[config.mk]
export PLATFORM = sky130hd
export DESIGN_NAME = uart_tx_ctrl
export DESIGN_NICKNAME = d
export VERILOG_FILES = /design/src/rtl/uart_tx_ctrl.sv
export SDC_FILE = /design/constraint.sdc
export NUM_CORES = 1
export LEC_CHECK = 0
export CORE_ASPECT_RATIO = 1.25
export CORE_MARGIN = 1.5
export CORE_UTILIZATION = 45
export DETAILED_ROUTE_END_ITERATION = 12
export PLACE_DENSITY = 0.83
export SLEW_MARGIN = 10
export SYNTH_ARGS = -nofsm -noshare
export SYNTH_HDL_FRONTEND = slang
export SYNTH_SLANG_ARGS = --single-unit
[constraint.sdc]
create_clock -name clk -period 1.98 [get_ports clk]
set_clock_uncertainty 0.2 [all_clocks]
set_input_delay 0.396 -clock clk [delete_from_list [all_inputs] [get_ports clk]]
set_output_delay 0.396 -clock clk [all_outputs]
set_load 0.01 [all_outputs]
[src/rtl/uart_tx_ctrl.sv]
// UART transmit frame sequencer.
// Emits start bit, DATA_WIDTH data bits LSB-first, an optional parity bit and a
// stop bit, one bit per rising edge of the TX bit clock. Data and framing
// options are captured when a request is accepted, so changes to the inputs
// cannot disturb a frame that is already on the line. A request that arrives
// during the stop bit starts the next frame with no idle gap.
module uart_tx_ctrl #(
  parameter int DATA_WIDTH = 8
) (
  input  logic                  clk,
  input  logic                  rst,
  input  logic [DATA_WIDTH-1:0] p_data,
  input  logic                  data_valid,
  input  logic                  par_en,
  input  logic                  par_typ,
  output logic                  tx_out,
  output logic                  busy
);

  localparam int CNT_W = $clog2(DATA_WIDTH);
  localparam logic [CNT_W-1:0] CNT_LAST = CNT_W'(DATA_WIDTH - 1);

  localparam logic [2:0] S_IDLE   = 3'd0;
  localparam logic [2:0] S_START  = 3'd1;
  localparam logic [2:0] S_DATA   = 3'd2;
  localparam logic [2:0] S_PARITY = 3'd3;
  localparam logic [2:0] S_STOP   = 3'd4;

  // Parity bit for a data word: XOR of all bits, inverted for odd parity.
  function automatic logic parity_bit(input logic [DATA_WIDTH-1:0] d, input logic odd);
    return (^d) ^ odd;
  endfunction

  logic [2:0]            state_q,   state_d;
  logic [CNT_W-1:0]      cnt_q,     cnt_d;
  logic [DATA_WIDTH-1:0] data_q,    data_d;
  logic                  par_en_q,  par_en_d;
  logic                  par_bit_q, par_bit_d;
  logic                  tx_out_q,  tx_out_d;
  logic                  busy_q,    busy_d;

  logic                  accept_s;
  logic [CNT_W-1:0]      cnt_inc_s;

  // Next-state, next-output and capture logic for the frame sequencer.
  always_comb begin
    state_d   = state_q;
    cnt_d     = cnt_q;
    data_d    = data_q;
    par_en_d  = par_en_q;
    par_bit_d = par_bit_q;
    tx_out_d  = tx_out_q;
    busy_d    = busy_q;
    cnt_inc_s = cnt_q + {{(CNT_W-1){1'b0}}, 1'b1};
    // Requests are only honoured once the line is idle or on its stop bit.
    accept_s  = data_valid && ((state_q == S_IDLE) || (state_q == S_STOP));

    case (state_q)
      S_IDLE, S_STOP: begin
        if (accept_s) begin
          state_d   = S_START;
          data_d    = p_data;
          par_en_d  = par_en;
          par_bit_d = parity_bit(p_data, par_typ);
          cnt_d     = {CNT_W{1'b0}};
          tx_out_d  = 1'b0;
          busy_d    = 1'b1;
        end else begin
          state_d   = S_IDLE;
          cnt_d     = {CNT_W{1'b0}};
          tx_out_d  = 1'b1;
          busy_d    = 1'b0;
        end
      end
      S_START: begin
        state_d  = S_DATA;
        cnt_d    = {CNT_W{1'b0}};
        tx_out_d = data_q[0];
        busy_d   = 1'b1;
      end
      S_DATA: begin
        busy_d = 1'b1;
        if (cnt_q == CNT_LAST) begin
          cnt_d = {CNT_W{1'b0}};
          if (par_en_q) begin
            state_d  = S_PARITY;
            tx_out_d = par_bit_q;
          end else begin
            state_d  = S_STOP;
            tx_out_d = 1'b1;
          end
        end else begin
          // The counter tracks the index of the bit currently on the line.
          cnt_d    = cnt_inc_s;
          tx_out_d = data_q[cnt_inc_s];
        end
      end
      S_PARITY: begin
        state_d  = S_STOP;
        tx_out_d = 1'b1;
        busy_d   = 1'b1;
      end
      default: begin
        state_d  = S_IDLE;
        cnt_d    = {CNT_W{1'b0}};
        tx_out_d = 1'b1;
        busy_d   = 1'b0;
      end
    endcase
  end

  // State, capture and output registers with synchronous active-low reset.
  always_ff @(posedge clk) begin
    if (!rst) begin
      state_q   <= S_IDLE;
      cnt_q     <= {CNT_W{1'b0}};
      data_q    <= {DATA_WIDTH{1'b0}};
      par_en_q  <= 1'b0;
      par_bit_q <= 1'b0;
      tx_out_q  <= 1'b1;
      busy_q    <= 1'b0;
    end else begin
      state_q   <= state_d;
      cnt_q     <= cnt_d;
      data_q    <= data_d;
      par_en_q  <= par_en_d;
      par_bit_q <= par_bit_d;
      tx_out_q  <= tx_out_d;
      busy_q    <= busy_d;
    end
  end

  assign tx_out = tx_out_q;
  assign busy   = busy_q;

endmodule

==> results.yml <==
timing:
  layout_setup_ws_ns: 0.0376
  fin_crit_ns: 1.94
  fmax_mhz: 515
  tns_ns: 0
  setup_violations: 0
  finalCritPeriodShare_pct: 98.1
  worst_pin_slew_ns: 0.441
  slew_violations: 0
  slew_headroom_pct: 70.6
  finalHoldViolations: 0
die:
  num_io_pins: 15
  coreArea_um2: 1790
  initial_core_util_pct: 48.7
  die_w_um: 42.3
  die_height_um: 52.2
  dieArea_um2: 2210
  rows: 17
detailed_routing:
  routed.top_layer: "met4"
  drcViolationCount: 0
  wire_per_inst_um: 12.4
  postRouteAntennaNets: 0
  drt-initial-drc-count: 11
  vias_per_cell: 5.50
  met3_length_um: 39
  drt-met1-wl_um: 709
  firstDrtPassIters: 4
  drt-total-wl_um: 1680
  route.vias.total: 742
  wl_met2_um: 913
final_layout:
  layout.cells.non_filler: 135
  drive_gt1_share_pct: 14.7
  area_growth_pct: 26.9
  multi_input_area_um2: 507
  n_fill_cell: 177
  n_antenna_cell: 0
  post-route-cell-area_um2: 1100
  regArea_um2: 363
  nNetsFinal: 133
placed_design:
  place_hpwl_um: 1320
  placed_area_um2: 1060
  place_inst: 131
  dp_slack_ns: -0.109
  globalplace.congestion: 0.724
  port_buffers: 14
global_routing:
  grt_pass1_vias: 688
  track_usage_pct: 17.9
  overflow: 0
  antenna_found_initial: 0
  grt_pass1_wl_um: 2950
  grt_start_max_net_pins: 14
clock_network:
  postCtsHoldBufs: 0
  cts_tree: "done"
  cts-buffers-inserted: 3
  clkSinkCount: 18
  cts-htree-levels: 1
  clkLatencyLatePin_ns: 0.28
  clock_path_buffers: 2
  clk_pin_slew_ns: 0.09
  cts_root_buffer: "clkbuf_4"
run_status:
  outcome: "completed"
synthesis:
  ys.warnings.count: 0
  synth_seq_cells: 18
  synth_nets: 111
  syn_inst: 96
  post_synth_num_cell_types: 28
  avgSynthCellArea_um2: 9.07
  synth-xor-area-share_pct: 7.61
  synth_top_family_by_area: "simple AND/OR/NAND/NOR gates"
  synthSimpleGateAreaFrac_pct: 23.0
  synthMuxAreaShare_pct: 9.34
  synth_compound_area_share_pct: 13.9
  syn_area_um2: 871
  synth_adder_area_share_pct: 2.87
  seq_area_frac_synth_pct: 41.4
critical_path:
  crit_type: "reg -> reg"
  arrival_ns: 1.91
  cp-startpoint: "cnt_q[1]$_SDFFE_PN0N_"
  cp_max_fo: 2
  reg2reg_slack_ns: 0.04
  worst_setup_path_start_kind: "flip-flop"
  cp.required_ns: 1.95
  rr_startpoint: "cnt_q[1]$_SDFFE_PN0N_"
  worstSetupEndpointType: "flip-flop"
flow_run:
  cap_violations: 0
power:
  powerDensity_nw_per_um2: 710
  leakagePower_uw: 0.000417
  vdd_ir_drop_max_mv: 0.447
hold_path:
  hold_path_class: "reg -> reg"
  hp-start: "data_q[1]$_SDFFE_PN0P_"
[cell type report]
| type | instances | share of cell area [%] |
|---|---|---|
| Timing Repair Buffer | 20 | 16.8 |
| Tap cell | 19 | 2.15 |
| Sequential cell | 18 | 32.8 |
| Clock buffer | 3 | 2.04 |
| Multi-Input combinational cell | 74 | 45.9 |
| Inverter | 1 | 0.340 |
[cells by family after synthesis]
logic type                 count (synthesis)
and+or+nand+nor                           44
DFF                                       18
AOI/OAI and AO/OA                         17
buffers and inverters                      4
xor gates and xnor gates                   6
muxes                                      5
adders and majority gates                  2
[metal layers]
layer  vias up  track usage [%]
li1        375                -
met1       353             19.7
met2        12             32.8
met3         2             2.07
met4         0             10.9
met5         -                0
[cell usage after synthesis]
| cell | n | area (um2) |
|---|---|---|
| nor3_1 | 3 | 15.0 |
| ha_1 | 2 | 25.0 |
| xnor3_1 | 1 | 22.5 |
| o21ai_0 | 2 | 10.0 |
| nor2b_1 | 2 | 12.5 |
| mux4_2 | 2 | 45.0 |
| xor2_1 | 1 | 8.76 |
| nor2_1 | 8 | 30.0 |
| nor3b_1 | 3 | 22.5 |
| nand2_1 | 22 | 82.6 |
| o21a_1 | 1 | 7.51 |
| nand3_1 | 2 | 10.0 |
| inv_1 | 1 | 3.75 |
| mux2i_1 | 1 | 10.0 |
| nand4_1 | 1 | 6.26 |
| buf_1 | 1 | 3.75 |
| a21boi_0 | 9 | 67.6 |
| o221ai_2 | 1 | 15.0 |
| o22ai_1 | 1 | 6.26 |
| mux2_4 | 1 | 15.0 |
| mux2_2 | 1 | 11.3 |
| dfxtp_1 | 18 | 360 |
| nand2b_1 | 1 | 6.26 |
| a21oi_1 | 3 | 15.0 |
| buf_2 | 1 | 5.00 |
| clkbuf_1 | 1 | 3.75 |
| nand3b_1 | 2 | 15.0 |
| xnor2_1 | 4 | 35.0 |
[what timing repair did]
item                       in CTS  in global routing
cloned                          0                  0
resized for setup               1                  2
setup buffers                   0                  1
setup endpoints to repair       1                  1
[worst max-delay path: stages, from the launching register on]
cell      delay, ns
dfxtp_2        0.35
ha_4           0.27
mux4_2         0.48
mux2_4         0.28
o221ai_2       0.15
nand3_1        0.10
[state kept, by name, summed over array words and instances (netlist names)]
| signal | flops |
|---|---|
| busy | 1 |
| cnt_q | 3 |
| data_q | 8 |
| par_bit_q | 1 |
| par_en_q | 1 |
| state_q | 3 |
| tx_out | 1 |
[power breakdown]
group | leakage (uW) | internal, uW | switching, uW
Combinational | 0.000255 | 108 | 80.6
Clock | 0.0000138 | 70.5 | 101
Sequential | 0.000149 | 395 | 30.0
Total | 0.000417 | 573 | 212
[placed cells by master, fill, tap and decap left out, types with 2 or more instances in the layout]
cell type,Yosys,final
nor3b_1,3,3
nor2b_1,2,2
clkbuf_4,0,3
mux4_2,2,2
nand3_1,2,2
nand2_1,22,22
xnor2_1,4,4
nor2_1,8,8
a21oi_1,3,3
dfxtp_1,18,16
clkdlybuf4s50_1,0,14
a21boi_0,9,9
nand3b_1,2,2
o21ai_0,2,2
dfxtp_2,0,2
buf_4,0,6
nor3_1,3,3
[final timing paths]
check                                               to  cells after the start
worst max-delay path                 tx_out$_SDFF_PN1_                      5
worst min-delay path            data_q[1]$_SDFFE_PN0P_                      2
worst max register to register       tx_out$_SDFF_PN1_                      5
worst min register to register  data_q[1]$_SDFFE_PN0P_                      2
[stage by stage]
step                      util (%)  hold slack (ns)  total power, uW
after global routing          61.8            0.293              836
after floorplan                  -            0.240              541
after detailed placement      59.3            0.259              619
after global placement        59.3            0.255              611
after CTS                     61.3            0.272              791
final                         61.8            0.267              785
Note: power is estimated with default switching activity, not from simulation.
